**config.mk**
```make
export PLATFORM = sky130hd
export DESIGN_NAME = neuron_activation
export DESIGN_NICKNAME = d
export VERILOG_FILES = /design/src/rtl/neuron_activation.sv
export SDC_FILE = /design/constraint.sdc
export NUM_CORES = 1
export LEC_CHECK = 0
export CAP_MARGIN = 20
export CORE_MARGIN = 1
export CORE_UTILIZATION = 52
export CTS_CLUSTER_SIZE = 16
export DETAILED_ROUTE_END_ITERATION = 8
export HOLD_SLACK_MARGIN = 0.15
export PLACE_DENSITY = 0.7
export SKIP_LAST_GASP = 1
export SLEW_MARGIN = 20
export SYNTH_ARGS = -nofsm -noshare
export SYNTH_HDL_FRONTEND = slang
export SYNTH_SLANG_ARGS = --single-unit
```
**constraint.sdc**
```tcl
create_clock -name clk -period 5.92 [get_ports clk]
set_input_delay 1.184 -clock clk [delete_from_list [all_inputs] [get_ports clk]]
set_output_delay 1.184 -clock clk [all_outputs]
set_load 0.005 [all_outputs]
```
**src/rtl/neuron_activation.sv**
```systemverilog
// neuron_activation: adds an FP32 bias to a dot-product result, then applies ReLU, with a fixed latency of 4 cycles.
// Optional macro LEAKY_RELU_EN replaces clamping of negative results with scaling by 2^-LEAK_SHIFT.
module neuron_activation #(
    parameter int LEAK_SHIFT = 3
) (
    input  logic        clk,
    input  logic        rst,
    input  logic        start,
    input  logic [31:0] dot_in,
    input  logic [31:0] bias,
    output logic        busy,
    output logic        done,
    output logic [31:0] result
);
    typedef enum logic [2:0] {IDLE, ALIGN, ADD, NORM, ACT} state_t;

    state_t      state_q, state_d;
    logic [31:0] dot_q, dot_d, bias_q, bias_d;
    logic        special_q, special_d;
    logic        sign_q, sign_d;
    logic        sub_q, sub_d;
    logic [7:0]  exp_q, exp_d;
    logic [26:0] opa_q, opa_d, opb_q, opb_d;
    logic [27:0] sum_q, sum_d;
    logic [31:0] result_q, result_d;

    logic        swap;
    logic [31:0] op_a, op_b;
    logic [23:0] man_a, man_b;
    logic [7:0]  exp_diff;
    logic [26:0] b_ext, b_mask, b_shift;

    // Zero and denormal operands compare as magnitude 0.
    always_comb begin
        swap     = ((bias_q[30:23] != 8'd0) ? bias_q[30:0] : 31'd0) >
                   ((dot_q[30:23]  != 8'd0) ? dot_q[30:0]  : 31'd0);
        op_a     = swap ? bias_q : dot_q;
        op_b     = swap ? dot_q  : bias_q;
        man_a    = (op_a[30:23] == 8'd0) ? 24'd0 : {1'b1, op_a[22:0]};
        man_b    = (op_b[30:23] == 8'd0) ? 24'd0 : {1'b1, op_b[22:0]};
        exp_diff = op_a[30:23] - op_b[30:23];
        b_ext    = {man_b, 3'b000};
        b_mask   = '0;
        if (exp_diff >= 8'd27) begin
            b_shift = {26'd0, |man_b};
        end else begin
            b_mask  = (27'd1 << exp_diff[4:0]) - 27'd1;
            b_shift = (b_ext >> exp_diff[4:0]) | {26'd0, |(b_ext & b_mask)};
        end
    end

    logic [4:0]        lzc;
    logic [22:0]       frac_n;
    logic signed [9:0] exp_n;
    logic [31:0]       norm_val, act_val;

    always_comb begin
        lzc = 5'd27;
        for (int i = 0; i < 27; i++) begin
            if (sum_q[i]) lzc = 5'(26 - i);
        end
        if (sum_q[27]) begin
            frac_n = sum_q[26:4];
            exp_n  = $signed({2'b00, exp_q}) + 10'sd1;
        end else begin
            frac_n = 23'((sum_q[26:0] << lzc) >> 3);
            exp_n  = $signed({2'b00, exp_q}) - $signed({5'd0, lzc});
        end
        if (special_q)
            norm_val = 32'h7FC0_0000;
        else if (sum_q == 28'd0 || exp_n <= 10'sd0)
            norm_val = 32'h0000_0000;
        else if (exp_n >= 10'sd255)
            norm_val = {sign_q, 8'hFF, 23'd0};
        else
            norm_val = {sign_q, exp_n[7:0], frac_n};
    end

`ifdef LEAKY_RELU_EN
    localparam logic [7:0] LEAK_EXP = 8'(LEAK_SHIFT);

    always_comb begin
        act_val = norm_val;
        if (!special_q && norm_val[31]) begin
            if (norm_val[30:0] == 31'd0)
                act_val = 32'h0000_0000;
            else if (norm_val[30:23] == 8'hFF)
                act_val = norm_val;
            else if (norm_val[30:23] <= LEAK_EXP)
                act_val = 32'h8000_0000;
            else
                act_val = {1'b1, norm_val[30:23] - LEAK_EXP, norm_val[22:0]};
        end
    end
`else
    always_comb begin
        act_val = norm_val;
        if (!special_q && norm_val[31]) act_val = 32'h0000_0000;
    end
`endif

    always_comb begin
        state_d   = state_q;
        dot_d     = dot_q;
        bias_d    = bias_q;
        special_d = special_q;
        sign_d    = sign_q;
        sub_d     = sub_q;
        exp_d     = exp_q;
        opa_d     = opa_q;
        opb_d     = opb_q;
        sum_d     = sum_q;
        result_d  = result_q;
        case (state_q)
            IDLE: begin
                if (start) begin
                    state_d = ALIGN;
                    dot_d   = dot_in;
                    bias_d  = bias;
                end
            end
            ALIGN: begin
                state_d   = ADD;
                special_d = (&dot_q[30:23]) | (&bias_q[30:23]);
                sign_d    = op_a[31];
                sub_d     = op_a[31] ^ op_b[31];
                exp_d     = op_a[30:23];
                opa_d     = {man_a, 3'b000};
                opb_d     = b_shift;
            end
            ADD: begin
                state_d = NORM;
                sum_d   = sub_q ? ({1'b0, opa_q} - {1'b0, opb_q})
                                : ({1'b0, opa_q} + {1'b0, opb_q});
            end
            NORM: begin
                state_d  = ACT;
                result_d = act_val;
            end
            ACT:     state_d = IDLE;
            default: state_d = IDLE;
        endcase
    end

    always_ff @(posedge clk) begin
        if (rst) begin
            state_q   <= IDLE;
            dot_q     <= '0;
            bias_q    <= '0;
            special_q <= 1'b0;
            sign_q    <= 1'b0;
            sub_q     <= 1'b0;
            exp_q     <= '0;
            opa_q     <= '0;
            opb_q     <= '0;
            sum_q     <= '0;
            result_q  <= '0;
        end else begin
            state_q   <= state_d;
            dot_q     <= dot_d;
            bias_q    <= bias_d;
            special_q <= special_d;
            sign_q    <= sign_d;
            sub_q     <= sub_d;
            exp_q     <= exp_d;
            opa_q     <= opa_d;
            opb_q     <= opb_d;
            sum_q     <= sum_d;
            result_q  <= result_d;
        end
    end

    assign busy   = (state_q != IDLE);
    assign done   = (state_q == ACT);
    assign result = result_q;
endmodule
```
[Word-level counts from Yosys, hierarchy flattened]
Index checks and enable logic that the tools add are counted.
Storage, ports and cells
  logic and storage cells: 91
  input port bits: 67
  bits in registers: 189
  output and inout port bits: 34
Cells by class
  bitwise operators: 4
  add/sub/neg operators: 6
  shift operators: 3
  $lt $le $gt $ge: 4
  mux-type cells: 43
  equality and inequality tests: 5
  reductions and logical operators: 15
Operator list (count)
  $mux W32: 5
  $mux W5: 26
  $mux W31: 3
  $mux W24: 2
  $gt A31 B31 Y1: 1
  $add A27 B27 Y28: 1
  $logic_not A28 Y1: 1
  $mux W28: 1
  $sub A27 B27 Y28: 1
  $and A27 B27 Y27: 1
  $mux W27: 1
  $or A27 B1 Y27: 1
  $reduce_or A27 Y1: 1
  $shl A1 B5 Y27 const A: 1
  $shl A27 B5 Y26: 1
  $shr A27 B5 Y27: 1
  $sub A27 B1 Y27 const B: 1
  $reduce_or A24 Y1: 1
  $mux W23: 1
  $logic_not A8 Y1: 2
  $reduce_and A8 Y1: 2
  $reduce_bool A8 Y1: 2
  $pmux W3 S4: 1
  $ge A10 B9 Y1 const B: 1
  other kinds (20): 21

[Depth between registers and ports, before layout]
  depth after elaboration: 35
  gate-level depth with buffers: 30

[Worst setup path before layout]
OpenSTA, ideal clock, no wires.
  path type: register to register
  start: register bias_q[28]
  end: register opb_q[0]
  required time: 5803 ps
  library setup time: 117 ps
  setup slack: -358 ps
  cell stages (with the launch flop): 30
  arrival: 6161 ps
  cell sequence: dfxtp_1 > clkbuf_1 > nor4_1 > nand2_1 > clkbuf_1 > and2_1 > ha_1 > a211o_1 > o2111ai_2 > a31oi_4 > or4_1 > buf_4 > nand2_4 > buf_2 > clkbuf_1 > clkbuf_1 > nor2_1 > a21oi_1 > ha_1 > nor2_1 > maj3_1 > and2_1 > o22ai_1 > o31a_4 > xor2_2 > a211oi_1 > nor3_2 > or3b_1 > a211o_1 > a22o_1
Between the ends
  longest elaborated chain between the ends: 11
RTL lines
  from (decl): line 18  | logic [31:0] dot_q, dot_d, bias_q, bias_d;
  from (signal assigned): line 161  | bias_q <= bias_d;
  $reduce_bool A8 Y1: line 35  | swap = ((bias_q[30:23] != 8'd0) ? bias_q[30:0] : 31'd0) >
  $mux W31: line 35
  $gt A31 B31 Y1: line 35
  $mux W32 (on tied branches): line 37, 38
  $sub A8 B8 Y8: line 41  | exp_diff = op_a[30:23] - op_b[30:23];
  $shl A1 B5 Y27: line 47  | b_mask = (27'd1 << exp_diff[4:0]) - 27'd1;
  $sub A27 B1 Y27: line 47
  $and A27 B27 Y27: line 48  | b_shift = (b_ext >> exp_diff[4:0]) | {26'd0, |(b_ext & b_mask)};
  $reduce_or A27 Y1: line 48
  $or A27 B1 Y27: line 48
  $mux W27 *: line 44  | if (exp_diff >= 8'd27) begin
  to (signal assigned): line 167  | opb_q <= opb_d;
  to (decl): line 23  | logic [26:0] opa_q, opa_d, opb_q, opb_d;
Mark *: on every way between the ends. The rest lies on a longest branch, timed or not.
A chain may end at the register's enable or synchronous reset.

[Final worst setup path]
  start: register bias_q[24]
  end: register opb_q[0]
Same word-level chain as after synthesis.

==> impl_metrics.json <==
{
  "status": "complete, no violations",
  "netlist.area_leader.share_pct": 25.1,
  "fp.dieH_um": 172,
  "syn_area_um2": 15100,
  "vias_per_cell": 6.12,
  "crit_required_ps": 6260,
  "worstMarginPinSlew_ps": 851,
  "rsz0062_at_grt": "no",
  "synth_edf_count": 0,
  "ys_seq_area_share_pct": 25.1,
  "final_nets": 2256,
  "cts_buffers": 17,
  "final.fill_count": 2705,
  "syn_inst": 2066,
  "synth_area_leaders": "dfxtp_1 (25%), nand2_1 (9.1%), mux2i_1 (8.0%), a21oi_1 (7.8%), ha_1 (7.3%)",
  "synth_commonest_cells": "nand2_1 (367), a21oi_1 (235), dfxtp_1 (189), nor2_1 (172), mux2i_1 (120)",
  "power_density_nw_per_um2": 338,
  "insertion_delay_ps": 440,
  "hold_buffers": 0,
  "start_util_pct": 52.7,
  "grt_pass1_vias": 14000,
  "fin_crit_ps": 5610,
  "hpwlAfterDp_um": 37600,
  "cp-start-kind": "flop",
  "synthToLayoutAreaGrowth_pct": 13.3,
  "dr.pass1.iters": 6,
  "ys_types": 95,
  "placementRows": 62,
  "min_path_type": "flop to flop",
  "grt_pass1_wl_um": 75900,
  "leakage_nw": 6.39,
  "grt_max_degree": 73,
  "async_reset_ff_share_pct": 0,
  "clk_path_buf_depth": 2,
  "antenna_found_initial": 0,
  "io_pins": 101,
  "ys_seq_elements": 189,
  "syn_nets": 2223,
  "die_w_um": 172,
  "wl_per_cell_um": 19.6,
  "clock-sinks": 189,
  "ff_latch_area_um2": 3780,
  "syn-mean-instance-area_um2": 7.31,
  "cts_max_level": 4,
  "arrival_ps": 5940,
  "hold_viol": 0,
  "grt_overflow": 0,
  "drtAntennaViolNets": 0,
  "cts_root_buf": "clkbuf_16",
  "diodes": 0,
  "fmax_mhz": 178,
  "ir_drop_uv": 206,
  "fp.coreArea_um2": 28600,
  "fp.dieArea_um2": 29700,
  "synth-main-ff-cell": "dfxtp_1",
  "power_w": 0.00578,
  "setup_violations": 0,
  "post-route-drc-count": 0,
  "grt_usage_pct": 32.9,
  "maxCapViolCount": 0,
  "via_count": 15300,
  "slew_headroom_pct": 42.9,
  "multi_input_area_um2": 10400,
  "cts_tree": "yes",
  "slew_viol_final": 0,
  "synth.most_common_cell": "nand2_1",
  "place.gp.congestion": 0.993,
  "yosysWarnings": 0,
  "fin_tns_setup_ps": 0,
  "skew_ps": 10.6,
  "portBuffers": 100,
  "period_share_pct": 94.7,
  "drive_gt1_share_pct": 7.20,
  "drt-total-wl_um": 48900,
  "clk_pin_slew_worst_paths_ps": 80,
  "cp_max_fo": 12,
  "drt_iter0_drc": 1317,
  "path_class": "flop to flop",
  "synth.largest_area_cell": "dfxtp_1",
  "critPathCaptureType": "flop"
}
what timing repair did:
item / 4_1_cts / 5_1_grt
gates resized for setup: 0 / 2
buffers inserted: 0 / 4
setup endpoints to repair: 0 / 22
kinds of logic (layout without fill, tap and decap cells):
group | count (synthesis) | in the layout | share of synthesized area (%)
simple gates | 766 | 766 | 22.8
compound gates | 586 | 586 | 24.9
buf+inv | 242 | 286 | 6.21
flops | 189 | 189 | 25.1
mux | 143 | 143 | 10.5
fa+ha+maj | 94 | 94 | 7.82
xor+xnor | 46 | 46 | 2.77
worst max-delay path, cell delays in order, from the launching register on:
cell      delay [ps]
dfxtp_1          380
nor4_1           370
nand2_2          220
buf_4            220
and2_1           160
ha_1             320
a21oi_1          150
o21a_1           130
o21ai_0          140
or4_1            580
nand2_4          110
nor2_1            50
a21oi_1          120
ha_1             200
nor2_1            80
maj3_1           340
and2_1           160
o22ai_1          140
o31a_4           210
xor2_4           280
a211oi_1         110
nor3_2           150
or3b_4           440
a211o_1          240
a22o_1           200
per-stage QoR:
step	util, %	hold WS (ps)	worst slack (ps)	std cells	cell area, um^2
after floorplan	-	450	6.72	2066	15100
after global placement	57.6	446	329	2460	16500
after detailed placement	57.6	456	277	2460	16500
after CTS	59.6	474	196	2490	17100
after global routing	59.7	503	15.0	2494	17100
final	59.7	470	312	2494	17100
worst paths after layout:
| check | start | endpoint | slack [ps] | cells after the start |
|---|---|---|---|---|
| setup / recovery | bias_q[24] | opb_q[0] | 310 | 24 |
| hold / removal | result[31] | result[31] | 470 | 1 |
| setup reg to reg | bias_q[24] | opb_q[0] | 310 | 24 |
| hold reg to reg | result[31] | result[31] | 470 | 1 |
layer usage:
layer	vias up	share of wire, %	routed length (um)	GRT usage (%)
met5	-	0	0	0
met4	0	4.9	2420	17.5
met3	128	4.8	2330	4.03
met2	556	48	23500	56.4
met1	7160	42	20700	40.2
li1	7413	-	-	-
sequential cells by signal, summed over array words and instances (netlist names), 3 cells and up:
| name | cells |
|---|---|
| bias_q | 32 |
| dot_q | 32 |
| result | 32 |
| sum_q | 28 |
| opb_q | 27 |
| opa_q | 24 |
| exp_q | 8 |
| state_q | 3 |
power by group:
group / internal, W / switching (W)
logic: 0.00119 / 0.00195
registers: 0.00135 / 0.000127
clock network: 0.000623 / 0.000541
layout by cell type, fill, tap and decap left out, types with 12 or more instances in the layout:
master / n
a211oi_1: 34
a21oi_1: 234
a22o_1: 16
a22oi_1: 12
and2_1: 31
buf_4: 62
clkbuf_16: 17
clkdlybuf4s50_1: 99
dfxtp_1: 189
ha_1: 88
inv_1: 90
mux2_2: 12
mux2i_1: 120
nand2_1: 365
nand2b_1: 21
nand3_1: 26
nand4_1: 14
nor2_1: 171
nor2b_1: 14
nor3_1: 52
nor4_1: 16
o211ai_1: 14
o21ai_0: 99
o22ai_1: 19
o31ai_1: 15
xnor2_1: 32
xor2_1: 12
area by class of cell:
class                           count  area share, %
Clock buffer                       18           2.51
Clock inverter                     12          0.812
Inverter                           93           2.04
Multi-Input combinational cell   1635           60.9
Sequential cell                   189           22.1
Tap cell                          384           2.81
Timing Repair Buffer              163           8.75
Note: power is estimated with default switching activity, not from simulation.
